`config.mk`:
```
export PLATFORM = sky130hd
export DESIGN_NAME = uart_tx_arbiter
export DESIGN_NICKNAME = d
export VERILOG_FILES = /design/src/rtl/uart_pkg.sv /design/src/rtl/rr_arbiter.sv /design/src/rtl/uart_tx_arbiter.sv
export SDC_FILE = /design/constraint.sdc
export NUM_CORES = 1
export LEC_CHECK = 0
export BUFFER_PORTS_ARGS = -buffer_cell sky130_fd_sc_hd__buf_2
export CORE_ASPECT_RATIO = 1.25
export CORE_MARGIN = 4
export CORE_UTILIZATION = 40
export CTS_BUF_LIST = sky130_fd_sc_hd__clkbuf_8
export DETAILED_ROUTE_END_ITERATION = 10
export GPL_ROUTABILITY_DRIVEN = 1
export HOLD_SLACK_MARGIN = 0.03
export MAX_ROUTING_LAYER = met4
export SLEW_MARGIN = 15
export SYNTH_ARGS = -nofsm -noshare
export SYNTH_HDL_FRONTEND = slang
export SYNTH_SLANG_ARGS = --single-unit
```
`constraint.sdc`:
```
create_clock -name clk -period 5.8 [get_ports clk]
set_clock_uncertainty 0.05 [all_clocks]
set_input_delay 0.58 -clock clk [delete_from_list [all_inputs] [get_ports clk]]
set_output_delay 0.58 -clock clk [all_outputs]
set_load 0.05 [all_outputs]
```
`src/rtl/uart_pkg.sv`:
```
// Shared definitions for the UART TX arbiter: FSM encoding, frame geometry
// and the end-of-bit helper used by the serializer.
package uart_pkg;

   typedef enum logic [2:0] {
      IDLE  = 3'd0,
      SYNC  = 3'd1,
      START = 3'd2,
      DATA  = 3'd3,
      STOP  = 3'd4
   } uart_state_e;

   localparam int OVERSAMPLE_DEF  = 16;
   localparam int FRAME_DATA_BITS = 8;

   // True when the 4-bit tick counter sits on the last tick of a bit period.
   function automatic logic is_last_tick(input logic [3:0] cnt, input int os);
      return (cnt == 4'(os - 1));
   endfunction

endpackage

```
`src/rtl/rr_arbiter.sv`:
```
// Round-robin pick over NREQ request lines: combinational one-hot grant,
// registered pointer that moves just past the winner when the grant is taken.
module rr_arbiter #(
   parameter int NREQ = 3
) (
   input  logic            clk,
   input  logic            rst_n,
   input  logic [NREQ-1:0] i_req,
   input  logic            i_en,
   output logic [NREQ-1:0] o_grant,
   output logic            o_valid
);

   localparam int PW = (NREQ > 1) ? $clog2(NREQ) : 1;

   logic [PW-1:0]   r_ptr;
   logic [PW-1:0]   w_ptr_nxt;
   logic [NREQ-1:0] w_grant;
   logic            w_found;
   int              w_idx;

   // Search from the pointer upward, wrapping modulo NREQ; first set line wins.
   always_comb begin
      w_grant   = '0;
      w_found   = 1'b0;
      w_ptr_nxt = r_ptr;
      w_idx     = 0;
      for (int k = 0; k < NREQ; k++) begin
         w_idx = (int'(r_ptr) + k) % NREQ;
         if (!w_found && i_req[w_idx]) begin
            w_found        = 1'b1;
            w_grant[w_idx] = 1'b1;
            w_ptr_nxt      = PW'((w_idx + 1) % NREQ);
         end else begin
            w_found = w_found;
         end
      end
   end

   // Pointer register: advances only when the grant is actually consumed.
   always_ff @(posedge clk or negedge rst_n) begin
      if (!rst_n) begin
         r_ptr <= '0;
      end else if (i_en && w_found) begin
         r_ptr <= w_ptr_nxt;
      end else begin
         r_ptr <= r_ptr;
      end
   end

   assign o_grant = w_grant;
   assign o_valid = w_found;

endmodule

```
`src/rtl/uart_tx_arbiter.sv`:
```
// Shares one serial TX line between NREQ byte producers; each grant sends one
// 8-data-bit frame with STOP_BITS stop bits, bit time = OVERSAMPLE uart_clk rises.
module uart_tx_arbiter
   import uart_pkg::*;
#(
   parameter int NREQ       = 3,
   parameter int STOP_BITS  = 1,
   parameter int OVERSAMPLE = OVERSAMPLE_DEF
) (
   input  logic              clk,
   input  logic              rst_n,
   input  logic              uart_clk,
   input  logic [NREQ-1:0]   req,
   input  logic [8*NREQ-1:0] data,
   output logic [NREQ-1:0]   ack,
   output logic              tx,
   output logic              busy
);

   localparam logic [2:0] LAST_DATA_BIT = 3'(FRAME_DATA_BITS - 1);
   localparam logic       LAST_STOP     = 1'(STOP_BITS - 1);

   uart_state_e     r_state, w_state_nxt;
   logic            r_uclk_prev;
   logic [3:0]      r_tick_cnt, w_tick_cnt_nxt;
   logic [2:0]      r_bit_cnt, w_bit_cnt_nxt;
   logic            r_stop_cnt, w_stop_cnt_nxt;
   logic [7:0]      r_shift, w_shift_nxt;
   logic            r_tx, w_tx_nxt;
   logic            r_busy, w_busy_nxt;
   logic [NREQ-1:0] r_ack, w_ack_nxt;
   logic [NREQ-1:0] w_grant;
   logic            w_valid;
   logic            w_tick;
   logic            w_bit_end;
   logic [7:0]      w_sel_byte;
   logic [3:0]      w_tick_step;

   rr_arbiter #(.NREQ(NREQ)) u_arb (
      .clk     (clk),
      .rst_n   (rst_n),
      .i_req   (req),
      .i_en    (r_state == IDLE),
      .o_grant (w_grant),
      .o_valid (w_valid)
   );

   // Previous uart_clk level resets high so release never fakes a rising edge.
   always_ff @(posedge clk or negedge rst_n) begin
      if (!rst_n) begin
         r_uclk_prev <= 1'b1;
      end else begin
         r_uclk_prev <= uart_clk;
      end
   end

   assign w_tick      = uart_clk & ~r_uclk_prev;
   assign w_bit_end   = w_tick & is_last_tick(r_tick_cnt, OVERSAMPLE);
   assign w_tick_step = w_bit_end ? 4'd0 : (r_tick_cnt + 4'd1);

   // Byte of the granted requester (grant is one-hot or zero).
   always_comb begin
      w_sel_byte = 8'h00;
      for (int i = 0; i < NREQ; i++) begin
         if (w_grant[i]) begin
            w_sel_byte = w_sel_byte | data[8*i +: 8];
         end else begin
            w_sel_byte = w_sel_byte;
         end
      end
   end

   // Next-state and datapath decode for the serializer.
   always_comb begin
      w_state_nxt    = r_state;
      w_tick_cnt_nxt = r_tick_cnt;
      w_bit_cnt_nxt  = r_bit_cnt;
      w_stop_cnt_nxt = r_stop_cnt;
      w_shift_nxt    = r_shift;
      w_tx_nxt       = r_tx;
      w_busy_nxt     = r_busy;
      w_ack_nxt      = '0;
      case (r_state)
         IDLE: begin
            if (w_valid) begin
               w_ack_nxt   = w_grant;
               w_shift_nxt = w_sel_byte;
               w_busy_nxt  = 1'b1;
               w_state_nxt = SYNC;
            end else begin
               w_state_nxt = IDLE;
            end
         end
         SYNC: begin
            if (w_tick) begin
               w_tx_nxt       = 1'b0;
               w_tick_cnt_nxt = 4'd0;
               w_state_nxt    = START;
            end else begin
               w_state_nxt = SYNC;
            end
         end
         START: begin
            if (w_tick) begin
               w_tick_cnt_nxt = w_tick_step;
            end else begin
               w_tick_cnt_nxt = r_tick_cnt;
            end
            if (w_bit_end) begin
               w_tx_nxt      = r_shift[0];
               w_shift_nxt   = {1'b0, r_shift[7:1]};
               w_bit_cnt_nxt = 3'd0;
               w_state_nxt   = DATA;
            end else begin
               w_state_nxt = START;
            end
         end
         DATA: begin
            if (w_tick) begin
               w_tick_cnt_nxt = w_tick_step;
            end else begin
               w_tick_cnt_nxt = r_tick_cnt;
            end
            if (w_bit_end && (r_bit_cnt != LAST_DATA_BIT)) begin
               w_tx_nxt      = r_shift[0];
               w_shift_nxt   = {1'b0, r_shift[7:1]};
               w_bit_cnt_nxt = r_bit_cnt + 3'd1;
            end else if (w_bit_end) begin
               w_tx_nxt       = 1'b1;
               w_stop_cnt_nxt = 1'b0;
               w_state_nxt    = STOP;
            end else begin
               w_state_nxt = DATA;
            end
         end
         STOP: begin
            if (w_tick) begin
               w_tick_cnt_nxt = w_tick_step;
            end else begin
               w_tick_cnt_nxt = r_tick_cnt;
            end
            if (w_bit_end && (r_stop_cnt == LAST_STOP)) begin
               w_busy_nxt  = 1'b0;
               w_state_nxt = IDLE;
            end else if (w_bit_end) begin
               w_stop_cnt_nxt = r_stop_cnt + 1'b1;
            end else begin
               w_state_nxt = STOP;
            end
         end
         default: begin
            w_tx_nxt    = 1'b1;
            w_busy_nxt  = 1'b0;
            w_state_nxt = IDLE;
         end
      endcase
   end

   // All serializer state; reset forces the line idle at once, abandoning any frame.
   always_ff @(posedge clk or negedge rst_n) begin
      if (!rst_n) begin
         r_state    <= IDLE;
         r_tick_cnt <= 4'd0;
         r_bit_cnt  <= 3'd0;
         r_stop_cnt <= 1'b0;
         r_shift    <= 8'h00;
         r_tx       <= 1'b1;
         r_busy     <= 1'b0;
         r_ack      <= '0;
      end else begin
         r_state    <= w_state_nxt;
         r_tick_cnt <= w_tick_cnt_nxt;
         r_bit_cnt  <= w_bit_cnt_nxt;
         r_stop_cnt <= w_stop_cnt_nxt;
         r_shift    <= w_shift_nxt;
         r_tx       <= w_tx_nxt;
         r_busy     <= w_busy_nxt;
         r_ack      <= w_ack_nxt;
      end
   end

   assign ack  = r_ack;
   assign tx   = r_tx;
   assign busy = r_busy;

endmodule
```
[Word-level counts from Yosys, hierarchy flattened]
Index checks and enable logic that the tools add are counted.
Word-level totals
  register bits: 27
  latch bits: 0
  memory bits (writable): 0
  bits in read-only memories: 0
  input bits: 30
  output and inout port bits: 5
  logic and storage cells: 146
  memories: 0
Operators by class
  $add $sub $neg: 8
  $mul: 0
  divide/modulo/power cells: 6
  magnitude comparators: 6
  eq/ne operators: 18
  shifts and indexed selects: 0
  mux-type cells: 61
  bitwise logic cells: 10
  reductions and logical operators: 27
Operator list (number)
  32-bit by 3-bit remainder unit with 32-bit output (second input constant): 5
  32-bit by 2-bit adder with 32-bit output (second input constant): 3
  32-bit by 1-bit >= comparator with 1-bit output (second input constant): 3
  32-bit by 4-bit less-than comparator with 1-bit output (second input constant): 3
  8-bit two-way mux: 6
  3-bit two-way mux: 11
  3-bit by 3-bit remainder unit with 32-bit output (second input constant): 1
  1-bit two-way mux: 24
  8-bit case mux with 3 select lines: 1
  2-bit inequality test (second input constant): 9
  8-bit bitwise OR: 2
  3-bit case mux with 5 select lines: 1
  4-bit two-way mux: 3
  3-bit inequality test (second input constant): 3
  3-bit AND reduction: 3
  1-bit logical AND: 8
  2-bit two-way mux: 4
  4-bit case mux with 2 select lines: 1
  4-bit AND reduction: 2
  1-bit binary-select mux with 2-bit select: 3
  1-bit demux with 2-bit select: 3
  3-bit by 2-bit equality test with 1-bit output (second input constant): 2
  3-bit bitwise OR: 2
  3-bit case mux with 2 select lines: 1
  other kinds (22): 32

[Depth between registers and ports, before layout]
Gate-level depths: netlist of run 1.
  word-level depth: 18
  depth in mapped cells: 30
  mapped depth without buffers: 28

[Hierarchy]
Synthesis of run 1 repeated with hierarchy kept, for this count alone.
Unflattened totals
  cells, all modules: 319
  area, all modules: 2826.5 um^2
Modules (own cells, without submodules)
  uart_tx_arbiter: instances 1, cells each 148, area an instance 1456.4 um^2
  rr_arbiter: instances 1, cells each 171, area an instance 1370.1 um^2

[Worst setup path after synthesis of run 1]
OpenSTA, ideal clock, no wires.
  kind: reg2reg
  from: register u_arb.r_ptr[1]
  to: register u_arb.r_ptr[1]
  data arrival time: 5.962 ns
  required time: 5.685 ns
  setup slack: -0.277 ns
  cell stages (with the launch flop): 31
  path buffers: 4
  path through: dfrtp_1 > inv_1 > ha_1 > buf_2 > mux2i_1 > o211ai_1 > a21oi_1 > or2_1 > clkbuf_1 > inv_2 > ha_1 > buf_1 > nor2_1 > o21ai_0 > a211oi_1 > or3_1 > buf_4 > a31oi_1 > a21oi_1 > ha_1 > a211oi_2 > nand2_2 > xor2_1 > ha_1 > a2111oi_4 > xnor2_1 > ha_1 > or3_1 > a21oi_1 > o21a_1 > a211o_1
On the way
  longest elaborated chain between the ends: 13
  elaborated cells on any way between the ends: 33
  those cells by class: 5 x add/sub; 6 x div; 15 x mux; 7 x reduce/logical
RTL lines
  from (decl): RTL line rr_arbiter.sv:16  | logic [PW-1:0] r_ptr;
  from (signal assigned): RTL line rr_arbiter.sv:45  | r_ptr <= w_ptr_nxt;
  from (signal assigned): RTL line rr_arbiter.sv:47  | r_ptr <= r_ptr;
  branches (longest 13 deep; another with 32-bit by 3-bit remainder unit with 32-bit output)
Several ways; the timed one is not identified. The select of a mux whose other input is x is not followed.
A chain may end at the register's enable or synchronous reset.

[Worst setup path in the final report of run 1]
  from: register u_arb.r_ptr[0]
  to: register u_arb.r_ptr[1]
Same word-level chain as after synthesis.

==> metrics.md, run 1 <==
| Metric | Value |
|---|---|
| Status | `finished, final reports clean` |
| Final Cycle Share | `0.965` |
| Drt initial violations | `130` |
| Via count | `2,846` |
| Overall Global Routing Usage | `0.184` |
| Pin count of the biggest net entering global routing | `28` |
| Yosys reg bits | `27` |
| CP max stage cell | `dfrtp_2` |
| Mean Syn Cell Area | `7.96 µm²` |
| Num CTS Buffers | `3` |
| HPWL Detailed | `5670 µm` |
| Placed cell areas | `3210 µm²` |
| Mapped Area | `2790 µm²` |
| Gpl congestion | `0.942` |
| Critical Path Max Stage Delay | `470 ps` |
| Sequential element share of the synthesized area | `0.243` |
| Yosys warnings | `0` |
| Crit-path max FO | `7` |
| Fmax | `179 MHz` |
| WP buf/inv | `5` |
| Initial DRT Pass Iterations | `4` |
| Initial antenna violation count | `0` |
| Post-synth EDFFs | `0` |
| Syn_nets | `399` |
| Nets | `456` |
| PD cells | `146 nW/µm²` |
| Die area | `8370 µm²` |
| Worst setup EP type | `flip-flop` |
| Asr flop ratio synth | `1.00` |
| ANT nets after route | `0` |
| WL/cell | `15.3 µm` |
| Reg2Reg Setup Slack | `210 ps` |
| H-tree depth | `1` |
| Req. time, crit path | `5960 ps` |
| Layout area overhead | `24.3%` |
| Placed cell count | `476` |
| Core Rows | `33` |
| # DRC | `0` |
| Avg Vias per Cell | `5.77` |
| Final Setup Violations | `0` |
| Finished Layout Cells | `493` |
| Final Max Slew Viols | `0` |
| Post-Synthesis Cells | `350` |
| Worst IR Drop VDD | `0.142 mV` |
| Reg clk slew, reported paths | `100 ps` |
| Layout cells sized above 1 | `0.320` |
| Die width | `82.6 µm` |
| Final hold slack | `250 ps` |
| First-pass GRT wire length | `12,200 µm` |
| Drt total wl | `7520 µm` |
| Distinct cells, synth | `70` |
| Skew-Pair Late Insertion Delay | `270 ps` |
| Crit start category | `flip-flop` |
| I/O Buffers | `34` |
| CTS tree | `yes` |
| Core Area | `6650 µm²` |
| Root Buffer | `clkbuf_8` |
| Critical path type | `flip-flop to flip-flop` |
| Crit path top cell by count | `nand2_1` |
| Crit path DAT | `5760 ps` |
| Relative slew slack | `0.239` |
| Worst min path class | `input pin to async pin` |
| Sink Count | `27` |
| Post-route cell area | `3460 µm²` |
| I/O pin cnt | `35` |
| Initial Utilization | `0.419` |
| Worst-Margin Slew | `1130 ps` |
| Min Tclk post-route | `5590 ps` |
| Family with the most delay on the worst path | `compound AO/OA/AOI/OAI gates` |
| CTS Buffer Depth | `2` |
| Final Power | `507 µW` |
| Ys flop type | `dfrtp_1` |
| Chip Height | `101 µm` |
| Final Hold Viols | `0` |
| Vias in the first global route | `2,684` |
| Leakage | `1.51 nW` |
| Max-Cap Viols | `0` |
| ANT cells | `0` |
| Total grt overflow | `0` |
-- cell usage in the layout (no fill, tap or decap), drive strengths merged, types with 6 or more instances in the layout --
master | synthesis | final
dfrtp | 25 | 25
a31oi | 7 | 7
o21a | 6 | 6
nand3 | 12 | 12
nor3 | 8 | 8
buf | 5 | 69
a21oi | 24 | 24
nand2 | 32 | 32
ha | 19 | 19
a222oi | 8 | 8
inv | 16 | 16
a211oi | 6 | 6
or2 | 6 | 6
nor2 | 39 | 39
nor2b | 6 | 6
o21ai | 30 | 30
-- Yosys cell counts (5+ instances only) --
master,n,area (µm²)
nor2_1,39,146
nand2_1,31,116
o21ai_0,28,140
dfrtp_1,25,626
a21oi_1,23,115
ha_1,19,238
inv_1,15,56.3
clkbuf_1,12,45.0
nand3_1,12,60.1
a222oi_1,8,80.1
a31oi_1,7,43.8
nor3_1,7,35.0
nor2b_1,6,37.5
o21a_1,6,45.0
a211oi_1,5,37.5
o31ai_1,5,37.5
-- layer usage --
layer  up-vias  wire length (µm)  GRT usage
li1       1435                 -          -
met1      1353              3240      0.228
met2        50              3980      0.325
met3         8               214     0.0142
met4         0                80     0.0377
met5         -                 0          -
-- worst register-to-register path, delay by kind of cell, from the launching register on --
kind / cells / cell delay [ps]
AO/OA/AOI/OAI: 10 / 1510
AND/OR/NAND/NOR: 8 / 1380
adder cells (fa/ha/maj): 4 / 900
buffers and inverters: 5 / 720
flip-flops: 1 / 470
multiplexers: 1 / 340
XOR/XNOR: 1 / 170
-- report_power, final --
group          total (mW)  internal, mW  switching, mW
Clock               0.110        0.0488         0.0612
Sequential          0.251         0.225         0.0257
Combinational       0.146        0.0649         0.0812
Total               0.507         0.339          0.168
-- cells by family after synthesis --
family                     after synthesis  share of synthesized area
DFF                                     27                      0.243
adders and majority gates               19                     0.0854
xor gates and xnor gates                 5                     0.0157
AOI/OAI and AO/OA                      125                      0.325
and+or+nand+nor                        132                      0.241
muxes                                    9                     0.0373
buffers and inverters                   33                     0.0517
-- per-stage QoR --
stage	util	setup WS, ps	TNS (ps)
floorplan	-	-1.79	-1.79
global placement	0.483	7.55	0
detailed placement	0.483	-25.7	-25.7
CTS	0.491	27.9	0
global route	0.521	-65.5	-121
finish	0.521	205	0
-- registers in the layout, indices dropped and copies added, names as in the netlist, 2 cells and up --
register	count
r_shift	8
r_tick_cnt	4
r_state	3
r_bit_cnt	3
ack	3
u_arb.r_ptr	2
-- worst paths after layout --
path	startpoint	end	depth (start not counted)
worst max-delay path	u_arb.r_ptr[0]	u_arb.r_ptr[1]	29
worst min-delay path	rst_n	r_bit_cnt[2]	1
worst max register to register	u_arb.r_ptr[0]	u_arb.r_ptr[1]	29
worst min register to register	r_tick_cnt[3]	r_tick_cnt[3]	1
max in group asynchronous	rst_n	u_arb.r_ptr[1]	1
min in group clk	uart_clk	r_uclk_prev	1
-- layout make-up --
cell class	count	area, µm²
fill	654	3180
multi-input combinational	290	2120
sequential	27	681
timing repair buffer	69	430
tap	87	109
inverter	16	70.1
clock buffer	3	41.3
clock inverter	1	7.51
-- repair_timing --
action | 4_1_cts | 5_1_grt
hold endpoints to repair | 0 | 0
gates resized for setup | 3 | 24
pin swaps | 0 | 11
setup buffers | 0 | 13
endpoints found under the setup margin | 2 | 2
hold buffers | 0 | 0
(Power assumes the default switching activity.)
==> run 2: changes to the inputs <==
- RECOVER_POWER: default -> 50
==> run 2 against run 1 <==
Against the previous run:
- cell count unchanged
- final area barely moved
- power hardly changed
- critical path depth unchanged
- die area stayed put
- clock power hardly changed
- first-iteration DRC count did not move
- count of clock-buffer cells in the layout unchanged
- core utilization barely moved
- via count hardly changed
- register-to-register slack about the same
- critical endpoint unchanged
- largest power group unchanged
==> metrics.md, run 2 (same netlist as run 1, synthesis figures left out) <==
| Metric | Value |
|---|---|
| Fmax | `179 MHz` |
| Status | `finished, final reports clean` |
| Top reg by flops | `r_shift` |
| Crit path DAT | `5760 ps` |
| Drt initial violations | `130` |
| Net Sw Power | `168 µW` |
| Min-delay src | `uart_clk` |
| Comb pwr share | `0.288` |
| # DRC | `0` |
| Internal Pwr Total | `338 µW` |
| Placed cell count | `476` |
| Final Cycle Share | `0.965` |
| Final Hold Viols | `0` |
| Worst-Margin Slew | `1430 ps` |
| ANT nets after route | `0` |
| Layout area overhead | `24.3%` |
| Final Power | `506 µW` |
| Num CTS Buffers | `3` |
| Die width | `82.6 µm` |
| Commonest non-fill, non-tap cell in the layout | `nor2_1` |
| Total grt overflow | `0` |
| Final hold slack | `345 ps` |
| Nets | `456` |
| WL/cell | `15.2 µm` |
| PD cells | `146 nW/µm²` |
| Drt total wl | `7500 µm` |
| Die area | `8370 µm²` |
| Max reg flops | `8` |
| CTS tree | `yes` |
| Crit-path max FO | `7` |
| Avg Vias per Cell | `5.77` |
| Finished Layout Cells | `493` |
| Core Rows | `33` |
| Worst setup EP type | `flip-flop` |
| Layout cells sized above 1 | `0.315` |
| HPWL Detailed | `5670 µm` |
| I/O Buffers | `34` |
| Root Buffer | `clkbuf_8` |
| Initial DRT Pass Iterations | `4` |
| Relative slew slack | `0.0443` |
| CP max stage cell | `dfrtp_2` |
| Initial antenna violation count | `0` |
| Req. time, crit path | `5960 ps` |
| Crit path from | `u_arb.r_ptr[0]` |
| Worst IR Drop VDD | `0.142 mV` |
| Switch share | `0.332` |
| Clock share of power | `0.217` |
| Via count | `2,847` |
| Critical path type | `flip-flop to flip-flop` |
| Sequential power share | `0.495` |
| Leakage | `1.50 nW` |
| Vias in the first global route | `2,684` |
| Post-Place Worst Slack | `-25.7 ps` |
| Final worst setup slack | `205 ps` |
| Critical R2R Launch | `u_arb.r_ptr[0]` |
| Overall Global Routing Usage | `0.184` |
| Fill cell count | `654` |
| ANT cells | `0` |
| Largest registers | `r_shift (8), r_tick_cnt (4)` |
| Most frequent cells in the layout | `nor2_1, buf_4, buf_2, nand2_1, o21ai_0` |
| Final Max Slew Viols | `0` |
| First-pass GRT wire length | `12,200 µm` |
| Worst min path class | `input pin to flip-flop` |
| Chip Height | `101 µm` |
| Pin count of the biggest net entering global routing | `28` |
| Initial Utilization | `0.419` |
| Crit start category | `flip-flop` |
| Sink Count | `27` |
| I/O pin cnt | `35` |
| Final core utilization | `0.521` |
| Final Setup Violations | `0` |
| Skew-Pair Late Insertion Delay | `270 ps` |
| Reg clk slew, reported paths | `100 ps` |
| H-tree depth | `1` |
| Critical Path Max Stage Delay | `470 ps` |
| Gpl congestion | `0.942` |
| Min Tclk post-route | `5590 ps` |
| Core Area | `6650 µm²` |
| Max-Cap Viols | `0` |
| Crit path top cell by count | `nand2_1` |
| CTS Buffer Depth | `2` |
==> run 2: routing by layer <==
metal	vias to the layer above	share of wire	GRT usage
met5	-	0	-
met2	49	0.53	0.325
met3	8	0.027	0.0142
met4	0	0.011	0.0377
met1	1356	0.43	0.228
li1	1434	-	-
==> run 2: worst max-delay path: cells and delay by family, from the launching register on <==
kind / cells / cell delay, ps
AOI/OAI and AO/OA: 10 / 1510
and+or+nand+nor: 8 / 1380
adders and majority gates: 4 / 900
buffers and inverters: 5 / 720
DFF: 1 / 470
muxes: 1 / 340
xor gates and xnor gates: 1 / 170
==> run 2: path summary, 6_finish.rpt <==
path	slack, ps	endpoint	cells after the start
max in group asynchronous	4190	u_arb.r_ptr[1]	1
hold / removal	340	r_uclk_prev	1
setup reg to reg	210	u_arb.r_ptr[1]	29
hold reg to reg	440	r_tick_cnt[3]	1
min in group asynchronous	570	r_bit_cnt[2]	1
setup / recovery	210	u_arb.r_ptr[1]	29
==> run 2: area by class of cell <==
class                           count  area (µm²)  area share
Inverter                           16        70.1      0.0202
Clock buffer                        3        41.3      0.0119
Clock inverter                      1        7.51     0.00217
Sequential cell                    27         681       0.197
Tap cell                           87         109      0.0315
Multi-Input combinational cell    290        2120       0.614
Timing Repair Buffer               69         428       0.124
==> run 2: repair_timing <==
item,4_1_cts,5_1_grt
buffers inserted,0,13
setup endpoints to repair,2,2
resized for setup,3,24
pin swaps,0,11
hold buffers,0,0
==> run 2: power by group through the flow <==
| stage | sequential [mW] | clock, mW | combinational, mW |
|---|---|---|---|
| after floorplan | 0.251 | 0 | 0.101 |
| after global placement | 0.254 | 0 | 0.137 |
| after detailed placement | 0.254 | 0 | 0.141 |
| after CTS | 0.251 | 0.113 | 0.141 |
| after global routing | 0.257 | 0.120 | 0.168 |
| final | 0.251 | 0.110 | 0.146 |
==> run 2: metrics by stage <==
stage	area, µm²	setup TNS, ps
after global routing	3460	-121
after CTS	3260	0
final	3460	0
after global placement	3210	0
after floorplan	2880	-1.79
after detailed placement	3210	-25.7
